<file path="src/rtl/rst_seq_ctrl_if.sv">
// Handshake bundle between the reset sequencer and the SPI subsystem blocks it controls.
// master = sequencer side, slave = downstream/software side.
interface rst_seq_ctrl_if #(
   parameter int NUM_DOM = 3
);
   logic               sw_rst_req;
   logic               sw_rst_ack;
   logic [NUM_DOM-1:0] dom_ready;
   logic [NUM_DOM-1:0] dom_rstn;
   logic               seq_busy;
   logic               seq_done;
   logic [NUM_DOM-1:0] dom_err;

   modport master (
      input  sw_rst_req,
      input  dom_ready,
      output sw_rst_ack,
      output dom_rstn,
      output seq_busy,
      output seq_done,
      output dom_err
   );

   modport slave (
      output sw_rst_req,
      output dom_ready,
      input  sw_rst_ack,
      input  dom_rstn,
      input  seq_busy,
      input  seq_done,
      input  dom_err
   );
endinterface

</file>
<file path="src/rtl/rst_seq_ctrl.sv">
// Reset sequencer for the SPI clock domain: releases NUM_DOM resets in index order with ready handshakes.
// Optional RST_SEQ_ORDERED_ASSERT_EN: software reset drains domains in reverse order before re-asserting.
module rst_seq_ctrl #(
   parameter int NUM_DOM  = 3,
   parameter int HOLD_CYC = 16,
   parameter int STEP_CYC = 4,
   parameter int TMO_CYC  = 64,
   parameter int CNT_W    = 8
) (
   input logic            clk,
   input logic            rst,
   rst_seq_ctrl_if.master bus
);
   localparam int IDX_W = (NUM_DOM > 1) ? $clog2(NUM_DOM) : 1;

   localparam logic [CNT_W-1:0] CNT_ONE   = CNT_W'(1);
   localparam logic [CNT_W-1:0] HOLD_LAST = CNT_W'(HOLD_CYC - 1);
   localparam logic [CNT_W-1:0] STEP_LAST = CNT_W'(STEP_CYC - 1);
   localparam logic [CNT_W-1:0] TMO_LAST  = CNT_W'(TMO_CYC - 1);
   localparam logic [IDX_W-1:0] IDX_ONE   = IDX_W'(1);
   localparam logic [IDX_W-1:0] IDX_LAST  = IDX_W'(NUM_DOM - 1);

`ifdef RST_SEQ_ORDERED_ASSERT_EN
   typedef enum logic [2:0] {
      ST_ASSERT   = 3'd0,
      ST_STEP     = 3'd1,
      ST_WAIT_RDY = 3'd2,
      ST_RUN      = 3'd3,
      ST_DRAIN    = 3'd4
   } state_t;
`else
   typedef enum logic [1:0] {
      ST_ASSERT   = 2'd0,
      ST_STEP     = 2'd1,
      ST_WAIT_RDY = 2'd2,
      ST_RUN      = 2'd3
   } state_t;
`endif

   state_t             state_r, state_s;
   logic [CNT_W-1:0]   cnt_r,   cnt_s;
   logic [IDX_W-1:0]   idx_r,   idx_s;
   logic [NUM_DOM-1:0] rstn_r,  rstn_s;
   logic [NUM_DOM-1:0] err_r,   err_s;
   logic               busy_r,  busy_s;
   logic               done_r,  done_s;
   logic               ack_r,   ack_s;

   // State and registered outputs; rst overrides every transition.
   always_ff @(posedge clk) begin
      if (rst) begin
         state_r <= ST_ASSERT;
         cnt_r   <= '0;
         idx_r   <= '0;
         rstn_r  <= '0;
         err_r   <= '0;
         busy_r  <= 1'b1;
         done_r  <= 1'b0;
         ack_r   <= 1'b0;
      end else begin
         state_r <= state_s;
         cnt_r   <= cnt_s;
         idx_r   <= idx_s;
         rstn_r  <= rstn_s;
         err_r   <= err_s;
         busy_r  <= busy_s;
         done_r  <= done_s;
         ack_r   <= ack_s;
      end
   end

   // Next-state and next-output computation.
   always_comb begin
      state_s = state_r;
      cnt_s   = cnt_r;
      idx_s   = idx_r;
      rstn_s  = rstn_r;
      err_s   = err_r;
      busy_s  = busy_r;
      done_s  = done_r;
      ack_s   = 1'b0;

      case (state_r)
         ST_ASSERT: begin
            rstn_s = '0;
            busy_s = 1'b1;
            done_s = 1'b0;
            if (cnt_r == HOLD_LAST) begin
               state_s = ST_STEP;
               cnt_s   = '0;
            end else begin
               cnt_s = cnt_r + CNT_ONE;
            end
         end

         ST_STEP: begin
            if (cnt_r == STEP_LAST) begin
               rstn_s[idx_r] = 1'b1;
               state_s       = ST_WAIT_RDY;
               cnt_s         = '0;
            end else begin
               cnt_s = cnt_r + CNT_ONE;
            end
         end

         ST_WAIT_RDY: begin
            // Ready takes precedence over a timeout landing on the same cycle.
            if (bus.dom_ready[idx_r] || (cnt_r == TMO_LAST)) begin
               if (!bus.dom_ready[idx_r]) begin
                  err_s[idx_r] = 1'b1;
               end else begin
                  err_s = err_r;
               end
               cnt_s = '0;
               if (idx_r == IDX_LAST) begin
                  state_s = ST_RUN;
                  busy_s  = 1'b0;
                  done_s  = 1'b1;
               end else begin
                  idx_s   = idx_r + IDX_ONE;
                  state_s = ST_STEP;
               end
            end else begin
               cnt_s = cnt_r + CNT_ONE;
            end
         end

         ST_RUN: begin
            rstn_s = '1;
            busy_s = 1'b0;
            done_s = 1'b1;
            if (bus.sw_rst_req) begin
               ack_s  = 1'b1;
               err_s  = '0;
               cnt_s  = '0;
               busy_s = 1'b1;
               done_s = 1'b0;
`ifdef RST_SEQ_ORDERED_ASSERT_EN
               // Highest domain drops on the acceptance edge; idx tracks the next one to drop.
               rstn_s[IDX_LAST] = 1'b0;
               idx_s            = IDX_LAST - IDX_ONE;
               state_s          = ST_DRAIN;
`else
               rstn_s  = '0;
               idx_s   = '0;
               state_s = ST_ASSERT;
`endif
            end else begin
               state_s = ST_RUN;
            end
         end

`ifdef RST_SEQ_ORDERED_ASSERT_EN
         ST_DRAIN: begin
            busy_s = 1'b1;
            done_s = 1'b0;
            if (cnt_r == STEP_LAST) begin
               rstn_s[idx_r] = 1'b0;
               cnt_s         = '0;
               if (idx_r == '0) begin
                  state_s = ST_ASSERT;
               end else begin
                  idx_s = idx_r - IDX_ONE;
               end
            end else begin
               cnt_s = cnt_r + CNT_ONE;
            end
         end
`endif

         default: begin
            state_s = ST_ASSERT;
            cnt_s   = '0;
            idx_s   = '0;
            rstn_s  = '0;
            err_s   = '0;
            busy_s  = 1'b1;
            done_s  = 1'b0;
         end
      endcase
   end

   assign bus.dom_rstn   = rstn_r;
   assign bus.dom_err    = err_r;
   assign bus.seq_busy   = busy_r;
   assign bus.seq_done   = done_r;
   assign bus.sw_rst_ack = ack_r;

endmodule

</file>
<file path="src/flat_wrapper.sv">
// flat-port wrapper written by rule: the top's interface ports become plain ports
module rst_seq_ctrl_flat 
#(
   parameter int NUM_DOM  = 3,
   parameter int HOLD_CYC = 16,
   parameter int STEP_CYC = 4,
   parameter int TMO_CYC  = 64,
   parameter int CNT_W    = 8
)
  (clk, rst, bus_sw_rst_req, bus_dom_ready, bus_sw_rst_ack, bus_dom_rstn, bus_seq_busy, bus_seq_done, bus_dom_err);
  rst_seq_ctrl_if #(.NUM_DOM(NUM_DOM)) bus_i ();
  input logic clk;
  input logic rst;
  input wire logic [$bits(bus_i.sw_rst_req)-1:0] bus_sw_rst_req;
  input wire logic [$bits(bus_i.dom_ready)-1:0] bus_dom_ready;
  output wire logic [$bits(bus_i.sw_rst_ack)-1:0] bus_sw_rst_ack;
  output wire logic [$bits(bus_i.dom_rstn)-1:0] bus_dom_rstn;
  output wire logic [$bits(bus_i.seq_busy)-1:0] bus_seq_busy;
  output wire logic [$bits(bus_i.seq_done)-1:0] bus_seq_done;
  output wire logic [$bits(bus_i.dom_err)-1:0] bus_dom_err;
  assign bus_i.sw_rst_req = bus_sw_rst_req;
  assign bus_i.dom_ready = bus_dom_ready;
  assign bus_sw_rst_ack = bus_i.sw_rst_ack;
  assign bus_dom_rstn = bus_i.dom_rstn;
  assign bus_seq_busy = bus_i.seq_busy;
  assign bus_seq_done = bus_i.seq_done;
  assign bus_dom_err = bus_i.dom_err;
  rst_seq_ctrl #(.NUM_DOM(NUM_DOM), .HOLD_CYC(HOLD_CYC), .STEP_CYC(STEP_CYC), .TMO_CYC(TMO_CYC), .CNT_W(CNT_W)) u_core (.clk(clk), .rst(rst), .bus(bus_i));
endmodule
</file>
<file path="config.mk">
export PLATFORM = sky130hd
export DESIGN_NAME = rst_seq_ctrl_flat
export DESIGN_NICKNAME = d
export VERILOG_FILES = /design/src/rtl/rst_seq_ctrl_if.sv /design/src/rtl/rst_seq_ctrl.sv /design/src/flat_wrapper.sv
export SDC_FILE = /design/constraint.sdc
export NUM_CORES = 1
export LEC_CHECK = 0
export BUFFER_PORTS_ARGS = -buffer_cell sky130_fd_sc_hd__buf_4
export CAP_MARGIN = 15
export CORE_MARGIN = 10
export CORE_UTILIZATION = 55
export CTS_CLUSTER_SIZE = 14
export DETAILED_ROUTE_END_ITERATION = 8
export HOLD_SLACK_MARGIN = 0.1
export PLACE_DENSITY = 0.83
export SYNTH_ARGS = -nofsm -noshare
export SYNTH_HDL_FRONTEND = slang
export SYNTH_SLANG_ARGS = --single-unit
</file>
<file path="constraint.sdc">
create_clock -name clk -period 2 [get_ports clk]
set_input_delay 0.1 -clock clk [delete_from_list [all_inputs] [get_ports clk]]
set_output_delay 0.1 -clock clk [all_outputs]
set_load 0.005 [all_outputs]
</file>
Word level (Yosys, flattened, before mapping)
Index checks and enable logic that the tools add are counted.
W data, S select, Z words.
Operators by class
  muxes and demuxes: 34
  reductions and logical operators: 12
  equality and inequality tests: 14
  bitwise operators: 3
  add/subtract/negate cells: 2
  order comparisons: 2
Operator list (count)
  $mux W8: 4
  $pmux W8 S4: 1
  $mux W2: 8
  $mux W3: 5
  $pmux W3 S3: 1
  $add A8 B1 Y8 const B: 1
  $eq A8 B2 Y1 const B: 1
  $eq A8 B4 Y1 const B: 1
  $eq A8 B6 Y1 const B: 1
  $mux W1: 8
  $ne A2 B1 Y1 const B: 4
  $pmux W2 S4: 1
  $reduce_and A4 Y1: 2
  $eq A2 B2 Y1 const B: 3
  $ne A2 B2 Y1 const B: 3
  $or A3 B3 Y3: 2
  $pmux W1 S3: 2
  $pmux W3 S2: 1
  $reduce_and A3 Y1: 2
  $reduce_bool A3 Y1: 2
  $pmux W2 S2: 1
  $lt A2 B3 Y1 const B: 1
  $add A2 B1 Y2 const B: 1
  $bmux W1 S2: 1
  other kinds (10): 10
Word-level totals
  input port bits: 6
  logic and storage cells: 75
  register bits after elaboration: 21
  output and inout port bits: 9

Longest topological paths before layout
Gate-level depths: netlist of run 1.
  depth after elaboration: 8
  depth in mapped cells: 6

Worst setup path after synthesis of run 1
No wires, ideal clock.
  kind: reg2reg
  from: reg u_core.cnt_r[0]
  to: reg u_core.busy_r (netlist: u_core.bus.seq_busy)
  arrival: 1.607 ns
  data required time: 1.886 ns
  setup slack: 0.279 ns
  cell stages (with the launch flop): 7
  path through: dfxtp_1 ha_1 and3_4 or4b_4 nand2b_4 o2111ai_2 a21o_1
On the way
  longest elaborated chain between the ends: 4
Ends and longest elaborated chain
  start: declaration: line rst_seq_ctrl.sv:41  | logic [CNT_W-1:0] cnt_r, cnt_s;
  start signal: assignment: line rst_seq_ctrl.sv:62  | cnt_r <= cnt_s;
  $eq A8 B6 Y1: line rst_seq_ctrl.sv:108  | if (bus.dom_ready[idx_r] || (cnt_r == TMO_LAST)) begin
  $logic_or A1 B1 Y1: line rst_seq_ctrl.sv:108
  $ne A2 B1 Y1 (no line)
  $reduce_and A3 Y1 (no line)
  end signal: assignment: line rst_seq_ctrl.sv:66  | busy_r <= busy_s;
  end: declaration: line rst_seq_ctrl.sv:45  | logic busy_r, busy_s;
No other way between the ends.
A chain may end at the register's enable or synchronous reset.

Worst setup path in the final report of run 1
Same ends and word-level chain as after synthesis.

==> metrics, run 1 <==
outcome completed; Synth Area per Inst 8.99 um2; Worst path max stage delay 500 ps; Top FF cell, synth dfxtp_1; worst r2r src u_core.cnt_r[0]; Adder-Cell Fraction of Synth Area 0.0452; total power 0.685 mW; Post-synth ARST share 0; first-pass GRT wire length 4180 um; grt ovf 0; residual DRC count 0; CP Cell Sequence ha_1, and3_4, or4b_4, nand2b_4, o2111ai_2, a21o_1; startpoint types register; die area 0.00420 mm2; Seq/Total Area, Yosys 0.380; Yosys top cell area share 0.380; Worst EP required 2230 ps; ratio of cells with drive above 1 in the final layout 0.191; Non-Filler Instances 168; post-layout instance area 0.00130 mm2; count of final setup violators 0; Synth Area in Compound Gates 0.229; Placed Instances 162; Slowest cell on crit path or4b_4; DR WL/cell 14.4 um; Crit Path Class reg -> reg; Psw 0.165 mW; Max Cap Violations 0; core area 0.00194 mm2; # IOs 15; Skew-Pair Late Insertion Delay 320 ps; hold path cells 5; Setup WS pre-CTS 125 ps; WP buf/inv 0; Worst-path clk slew 120 ps; worst hold path class in -> reg; setup ws final 123 ps; setup tns final 0 ps; Mapped Nets 133; vias in the first global route 994; Syn Inst Count 123; Synth Area in Simple Gates 0.244; clock share of power 0.319; cell area after synthesis 0.00111 mm2; FP Rows 16; Cell Pwr Density 528 mW/mm2; Slew Viols, Final 0; Hold Crit Start bus_dom_ready[2]; placed cell area 0.00124 mm2; Switching Share 0.242; worst-path maximum fanout 5; commonest non-fill, non-tap cells in the layout dfxtp_1, nor2_1, buf_4; deepest clock path buffer count 2; slack of the worst reg-to-reg path 120 ps; CTS tree done; Yosys cell types 39; nets 152; share of power burned in registers 0.627; I/O Buffers 14; H-tree levels 1; P&R area growth vs syn 17.2%; critical path's top delay family simple AND/OR/NAND/NOR gates; CTS buffer count 3; hold slack 421 ps; RSZ-0062 raised after global routing false; DP HPWL 1850 um; Synth warnings 0; Worst setup EP type register; Worst Tran Pin Value 478 ps; Final Hold Fails 0; top cells by area, synth dfxtp_1, nor2_1, ha_1, o21a_1, mux2i_1; first-iteration detailed-routing DRC count 56; FMAX 0.533 GHz; Placer Congestion 0.949; Die W 64.8 um; Yosys top cell by area dfxtp_1; post-layout util 0.668; cell internal pwr 0.519 mW; clock sinks 21; number of synthesized register bits 21; initial core utilization 0.570; post-layout min period 1880 ps; Post-synth EDFFs 0; largest net degree at the start of global routing 17; Worst Path Arrival 2110 ps; final wirelength 2430 um; final period utilization 0.939; worst-case vdd ir drop 0.519 mV; drt pass-1 iters 4; routed vias/inst 5.77; Total GRT Usage 0.121; combinational power share 0.054; Max Clock Skew 3.16 ps; initial antenna violation count 0; commonest non-fill, non-tap cell in the layout dfxtp_1; post-synthesis mux area share 0.0362; largest family of logic cells by synthesized area simple AND/OR/NAND/NOR gates; Vias 970; depth of the worst register-to-register path 6; Clock Tree Root clkbuf_4; leakage power 0.509 nW; Synth Area in XOR/XNOR 0.0396; number of antenna diodes 0; relative slew slack 0.678; worst flop-to-flop path endpoint u_core.bus.seq_busy; antenna-violating nets left 0; Filler Cells Inserted 160; end point of the worst hold path u_core.bus.dom_err[0]; die height 64.8 um
## synth_stat cells (4+ instances only)
cell and count:
nand2_1 6, nand2b_1 4, o21a_1 6, o21ai_0 7, nand3_1 5, a21oi_1 6
ha_1 4, nor2_1 16, dfxtp_1 21, mux2i_1 4
## tightest hold or removal path, stage by stage
cell	delay [ps]
buf_4	80
nand3b_1	60
o211ai_1	210
nor3_2	90
a22o_1	170
## sequential cells by signal (all words and copies together) (netlist names)
name / count
u_core.bus.sw_rst_ack: 1
u_core.state_r: 2
u_core.bus.seq_busy: 1
u_core.idx_r: 2
u_core.cnt_r: 8
u_core.bus.dom_rstn: 3
u_core.bus.seq_done: 1
u_core.bus.dom_err: 3
## kinds of logic after synthesis
logic type	count (synthesis)
fa+ha+maj	4
buf+inv	7
xor+xnor	5
mux	4
compound gates	36
simple gates	46
flops	21
## per-layer routing
layer,GRT usage,share of wire
met5,0,0
met4,0.0588,0.025
met3,0.0292,0.039
met2,0.209,0.50
met1,0.135,0.44
## power by group through the flow
| stage | clock network, mW | logic, mW | registers, mW |
|---|---|---|---|
| final | 0.219 | 0.0368 | 0.429 |
| after global routing | 0.236 | 0.0416 | 0.430 |
| after CTS | 0.219 | 0.0364 | 0.429 |
| after global placement | 0 | 0.0319 | 0.438 |
| after detailed placement | 0 | 0.0332 | 0.439 |
| after floorplan | 0 | 0.0194 | 0.437 |
## area by class of cell
cell class / count / area, um2 / share of cell area
tap: 27 / 33.8 / 0.0261
clock inverter: 1 / 7.51 / 0.00579
sequential: 21 / 420 / 0.324
timing repair buffer: 18 / 140 / 0.108
multi-input combinational: 95 / 661 / 0.510
inverter: 3 / 11.3 / 0.00869
clock buffer: 3 / 22.5 / 0.0174
## worst max path at each step
stage                                from             endpoint  slack [ps]  cells past startpoint
after floorplan           u_core.cnt_r[0]  u_core.bus.seq_busy         280                      6
final                     u_core.cnt_r[0]  u_core.bus.seq_busy         120                      6
after global placement    u_core.cnt_r[0]  u_core.bus.seq_busy         220                      6
after global routing      u_core.cnt_r[0]  u_core.bus.seq_busy          30                      6
after CTS                 u_core.cnt_r[0]  u_core.bus.seq_busy         110                      6
after detailed placement  u_core.cnt_r[0]  u_core.bus.seq_busy         130                      6
## what timing repair did
| item | CTS | global route |
|---|---|---|
| endpoints found under the setup margin | 0 | 1 |
| hold buffers | 2 | 0 |
| hold endpoints to repair | 11 | 0 |
| buffers inserted | 0 | 0 |
| resized for setup | 0 | 1 |
(Power assumes the default switching activity.)
==> run 2: changes to the inputs <==
- SETUP_SLACK_MARGIN: not set -> 0.4
- SKIP_LAST_GASP: not set -> 1
==> metrics, run 2 (same netlist as run 1, synthesis figures left out) <==
largest net degree at the start of global routing 18 (was 17); routed vias/inst 5.92 (was 5.77); Non-Filler Instances 178 (was 168); grt ovf 0 (unchanged); antenna-violating nets left 0 (unchanged); ratio of cells with drive above 1 in the final layout 0.318 (was 0.191); commonest non-fill, non-tap cells in the layout buf_4, nor2_1, dfxtp_1 (was dfxtp_1, nor2_1, buf_4); first-iteration detailed-routing DRC count 52 (was 56); Switching Share 0.246 (was 0.242); Multi-input gate area 712 um2 (was 661 um2); cell internal pwr 0.525 mW (was 0.519 mW); die area 0.00420 mm2 (unchanged); vias in the first global route 1010 (was 994); total power 0.697 mW (was 0.685 mW); CTS tree done (unchanged); combinational power share 0.072 (was 0.054); Worst setup EP type register (unchanged); Clock Tree Root clkbuf_4 (unchanged); placed cell area 0.00127 mm2 (was 0.00124 mm2); initial antenna violation count 0 (unchanged); first-pass GRT wire length 4340 um (was 4180 um); FMAX 0.594 GHz (was 0.533 GHz); clock share of power 0.310 (was 0.319); number of antenna diodes 0 (unchanged); Vias 1054 (was 970); nets 162 (was 152); Final Hold Fails 0 (unchanged); # IOs 15 (unchanged); leakage power 0.576 nW (was 0.509 nW); Die W 64.8 um (unchanged); register area 430 um2 (was 420 um2); post-layout instance area 0.00144 mm2 (was 0.00130 mm2); Skew-Pair Late Insertion Delay 320 ps (about the same); max reg flops 8 (unchanged); FP Rows 16 (unchanged); relative slew slack 0.793 (was 0.678); DP HPWL 1780 um (was 1850 um); Total GRT Usage 0.127 (was 0.121); outcome completed (unchanged); Psw 0.171 mW (was 0.165 mW); initial core utilization 0.570 (unchanged); residual DRC count 0 (unchanged); die height 64.8 um (unchanged); post-layout min period 1680 ps (was 1880 ps); share of power burned in registers 0.618 (was 0.627); worst-case vdd ir drop 0.480 mV (was 0.519 mV); Worst Tran Pin Value 308 ps (was 478 ps); DR WL/cell 15.8 um (was 14.4 um); Cell Pwr Density 485 mW/mm2 (was 528 mW/mm2); worst-path maximum fanout 3 (was 5); deepest clock path buffer count 2 (unchanged); final period utilization 0.841 (was 0.939); CTS buffer count 3 (unchanged); setup tns final 0 ps (unchanged); Worst-path clk slew 130 ps (was 120 ps); commonest non-fill, non-tap cell in the layout buf_4 (was dfxtp_1); Worst EP required 2220 ps (was 2230 ps); core area 0.00194 mm2 (unchanged); final wirelength 2810 um (was 2430 um); count of final setup violators 0 (unchanged); largest register by flop count u_core.cnt_r (unchanged); Max Cap Violations 0 (unchanged); Crit Path Class reg -> reg (unchanged); startpoint types register (unchanged); Placer Congestion 0.854 (was 0.949); drt pass-1 iters 4 (unchanged); P&R area growth vs syn 30.0% (was 17.2%); RSZ-0062 raised after global routing true (was false); Worst Path Arrival 1900 ps (was 2110 ps); worst hold path class reg -> reg (was in -> reg); Slew Viols, Final 0 (unchanged); Placed Instances 164 (was 162); Filler Cells Inserted 149 (was 160); H-tree levels 1 (unchanged); I/O Buffers 14 (unchanged); Max Clock Skew 6.33 ps (was 3.16 ps); clock sinks 21 (unchanged)
-- run 2: final cells by class --
class	instances	area share
Multi-Input combinational cell	95	0.495
Timing Repair Buffer	28	0.155
Clock inverter	1	0.00348
Clock buffer	3	0.0157
Inverter	3	0.00783
Sequential cell	21	0.299
Tap cell	27	0.0235
-- run 2: path summary, 6_finish.rpt --
kind / startpoint / end / slack, ps / cells past startpoint
setup / recovery: u_core.cnt_r[0] / u_core.bus.seq_busy / 320 / 6
setup reg to reg: u_core.cnt_r[0] / u_core.bus.seq_busy / 320 / 6
hold / removal: u_core.bus.dom_rstn[2] / u_core.bus.dom_rstn[2] / 490 / 1
hold reg to reg: u_core.bus.dom_rstn[2] / u_core.bus.dom_rstn[2] / 490 / 1
-- run 2: what timing repair did --
| item | CTS | global route |
|---|---|---|
| setup endpoints to repair | 19 | 20 |
| pin swaps | 3 | 6 |
| endpoints found under the hold margin | 11 | 0 |
| setup buffers | 5 | 3 |
| hold buffers | 2 | 0 |
| gates resized for setup | 5 | 9 |
-- run 2: through the flow --
stage / hold WS [ps] / utilization / setup WS [ps]
after floorplan: 186 / - / 354
after global placement: 399 / 0.655 / 304
after detailed placement: 402 / 0.655 / 251
after CTS: 420 / 0.708 / 321
after global routing: 522 / 0.740 / 275
final: 493 / 0.740 / 318
-- run 2: power by group through the flow --
stage	Sequential, mW	Clock [mW]	Combinational [mW]
2_1_floorplan	0.440	0	0.0209
3_3_place_gp	0.441	0	0.0343
3_5_place_dp	0.441	0	0.0355
4_1_cts	0.430	0.218	0.0472
5_1_grt	0.431	0.233	0.0550
6_report	0.430	0.216	0.0502
-- run 2: layer usage --
metal / GRT usage / part of all wire
met2: 0.206 / 0.50
met4: 0.0802 / 0.016
met1: 0.147 / 0.43
met3: 0.0275 / 0.054
met5: 0 / 0
-- run 2: worst max-delay path, cell delays in order, from the launching register on --
cell	delay [ps]
dfxtp_4	380
ha_4	130
and3_4	190
or4b_4	490
nand2b_4	100
o2111ai_2	120
a21o_1	180
==> run 3: changes to the inputs <==
- ABC_AREA: not set -> 1
- CORE_UTILIZATION: 55 -> 56
- clock period: 2 -> 1.7 ns (I/O delays scaled with it)
==> metrics, run 3 <==
Placed Instances 202 (was 164); CTS tree done (unchanged); relative slew slack 0.786 (was 0.793); first-iteration detailed-routing DRC count 59 (was 52); worst-path maximum fanout 7 (was 3); routed vias/inst 5.57 (was 5.92); Worst EP required 1910 ps (was 2220 ps); Worst Tran Pin Value 320 ps (was 308 ps); Worst path max stage delay 390 ps (was 490 ps); number of antenna diodes 0 (unchanged); GRT busiest layer met2 (unchanged); cell internal pwr 0.713 mW (was 0.525 mW); Max Cap Violations 0 (unchanged); commonest non-fill, non-tap cell in the layout nand2_1 (was buf_4); WP buf/inv 1 (was 0); Skew-Pair Late Insertion Delay 300 ps (was 320 ps); H-tree levels 1 (unchanged); hold slack 315 ps (was 493 ps); die area 0.00447 mm2 (was 0.00420 mm2); first-pass GRT wire length 5200 um (was 4340 um); outcome completed (unchanged); P&R area growth vs syn 25.4% (was 30.0%); RSZ-0062 raised after global routing true (unchanged); met3 Track Usage GR 0.0452 (was 0.0275); Worst Setup SP u_core.cnt_r[0] (unchanged); setup tns final 0 ps (unchanged); CP Cell Sequence ha_4, nand3_4, inv_4, nand2_4, nand3_4, nand4_4, nand2_4, nor2_2 (was ha_4, and3_4, or4b_4, nand2b_4, o2111ai_2, a21o_1); die height 66.9 um (was 64.8 um); Cell Pwr Density 664 mW/mm2 (was 485 mW/mm2); Crit Path Class reg -> reg (unchanged); FMAX 0.730 GHz (was 0.594 GHz); Slew Viols, Final 0 (unchanged); Clock Tree Root clkbuf_4 (unchanged); ratio of cells with drive above 1 in the final layout 0.385 (was 0.318); Synth warnings 0 (unchanged); Commonest cells post-synth nand2_1, dfxtp_1, inv_1 (was dfxtp_1, nor2_1, o21ai_0); critical path's top delay family simple AND/OR/NAND/NOR gates (unchanged); worst hold path class in -> reg (was reg -> reg); antenna-violating nets left 0 (unchanged); final period utilization 0.805 (was 0.841); Die W 66.9 um (was 64.8 um); worst-case vdd ir drop 0.460 mV (was 0.480 mV); Placer Congestion 0.851 (was 0.854); leakage power 0.655 nW (was 0.576 nW); combinational power share 0.236 (was 0.072); Max Clock Skew 1.80 ps (was 6.33 ps); FP Rows 16 (unchanged); nets 198 (was 162); Seq/Total Area, Yosys 0.341 (was 0.380); Syn Inst Count 164 (was 123); largest net degree at the start of global routing 15 (was 18); largest register by flop count u_core.cnt_r (unchanged); startpoint types register (unchanged); # IOs 15 (unchanged); grt ovf 0 (unchanged); top cells by area, synth dfxtp_1, nand2_1, nand3_1, inv_1, nor2_1 (was dfxtp_1, nor2_1, ha_1, o21a_1, mux2i_1); post-layout instance area 0.00154 mm2 (was 0.00144 mm2); initial core utilization 0.609 (was 0.570); placed cell area 0.00135 mm2 (was 0.00127 mm2); Slowest cell on crit path dfxtp_4 (was or4b_4); top-count cell post-synth nand2_1 (was dfxtp_1); Hold Crit Start bus_dom_ready[0] (was u_core.bus.dom_rstn[2]); core area 0.00202 mm2 (was 0.00194 mm2); met2 demand-to-capacity share in global routing 0.244 (was 0.206); Mapped Nets 174 (was 133); Worst setup EP type register (unchanged); number of synthesized register bits 21 (unchanged); Switching Share 0.305 (was 0.246); vias in the first global route 1145 (was 1010); drt pass-1 iters 4 (unchanged); final wirelength 3110 um (was 2810 um); Yosys top cell by area dfxtp_1 (unchanged); post-layout min period 1370 ps (was 1680 ps); Worst-path clk slew 120 ps (was 130 ps); Post-synth EDFFs 0 (unchanged); Non-Filler Instances 214 (was 178); I/O Buffers 14 (unchanged); DR WL/cell 14.5 um (was 15.8 um); clock sinks 21 (unchanged); Vias 1192 (was 1054); initial antenna violation count 0 (unchanged); Yosys cell types 28 (was 39); worst r2r src u_core.cnt_r[0] (unchanged); Total GRT Usage 0.144 (was 0.127); CTS buffer count 3 (unchanged); Setup WS pre-CTS 219 ps (was 251 ps); cell area after synthesis 0.00123 mm2 (was 0.00111 mm2); setup ws final 331 ps (was 318 ps); Yosys top cell area share 0.341 (was 0.380); Psw 0.312 mW (was 0.171 mW); clock share of power 0.237 (was 0.310); max reg flops 8 (unchanged); Top FF cell, synth dfxtp_1 (unchanged); Synth Area per Inst 7.51 um2 (was 8.99 um2); residual DRC count 0 (unchanged); commonest non-fill, non-tap cells in the layout nand2_1, buf_4, dfxtp_1 (was buf_4, nor2_1, dfxtp_1); share of power burned in registers 0.527 (was 0.618); deepest clock path buffer count 2 (unchanged); met1 usage 0.164 (was 0.147); Worst Path Arrival 1580 ps (was 1900 ps); DP HPWL 2110 um (was 1780 um); Final Hold Fails 0 (unchanged); count of final setup violators 0 (unchanged); Post-synth ARST share 0 (unchanged)
==> run 3: changes by cell type in the layout (fill, tap and decap cells not counted), moves of 6 or more <==
cell,previous run,this run
buf_4,24,18
nor2_2,0,10
nand4_1,0,7
o21a_1,6,0
nand2_1,6,28
nand2_2,0,8
inv_1,3,15
nand3_1,4,12
==> run 3: path summary, 6_finish.rpt <==
check	end	slack, ps	cells past startpoint
max	u_core.cnt_r[1]	330	8
min reg2reg	u_core.bus.dom_err[0]	460	2
max reg2reg	u_core.cnt_r[1]	330	8
min	u_core.bus.dom_err[0]	310	6
==> run 3: stage by stage <==
stage / util / power, mW
global route: 0.764 / 1.08
floorplan: - / 0.692
detailed placement: 0.669 / 0.737
global placement: 0.669 / 0.726
CTS: 0.749 / 1.02
finish: 0.764 / 1.03
==> run 3: logic make-up (layout without fill, tap and decap cells) <==
family / Yosys count / count (layout) / synth area share
buf+inv: 25 / 46 / 0.0965
simple gates: 90 / 91 / 0.392
xor+xnor: 3 / 3 / 0.0213
flops: 21 / 21 / 0.341
fa+ha+maj: 4 / 4 / 0.0407
compound gates: 21 / 22 / 0.108
==> run 3: tightest hold or removal path: stages <==
cell and delay (ps):
buf_4 80, nand2_1 40, nand3_1 90, nand3_1 110, nand4_1 120, a21oi_1 60
==> run 3: power by group through the flow <==
| stage | Combinational (mW) | Clock [mW] | Sequential [mW] |
|---|---|---|---|
| after floorplan | 0.154 | 0 | 0.539 |
| after global placement | 0.184 | 0 | 0.542 |
| after detailed placement | 0.192 | 0 | 0.545 |
| after CTS | 0.233 | 0.244 | 0.540 |
| after global routing | 0.265 | 0.271 | 0.544 |
| final | 0.242 | 0.243 | 0.540 |
==> run 3: routing by layer <==
metal / vias to the layer above / share of wire
met1: 550 / 0.41
met5: - / 0
li1: 583 / -
met2: 44 / 0.50
met4: 0 / 0.023
met3: 15 / 0.068
==> run 3: timing repair <==
action	4_1_cts	5_1_grt
setup buffers	4	0
gates cloned	2	0
endpoints found under the setup margin	20	20
resized for setup	16	12
pin swaps	5	5
endpoints found under the hold margin	7	0
hold buffers	2	0
==> run 3: area by class of cell <==
class | count | area, um2
fill | 141 | 478
clock buffer | 4 | 26.3
multi-input combinational | 120 | 805
timing repair buffer | 21 | 166
tap | 27 | 33.8
inverter | 21 | 83.8
sequential | 21 | 429
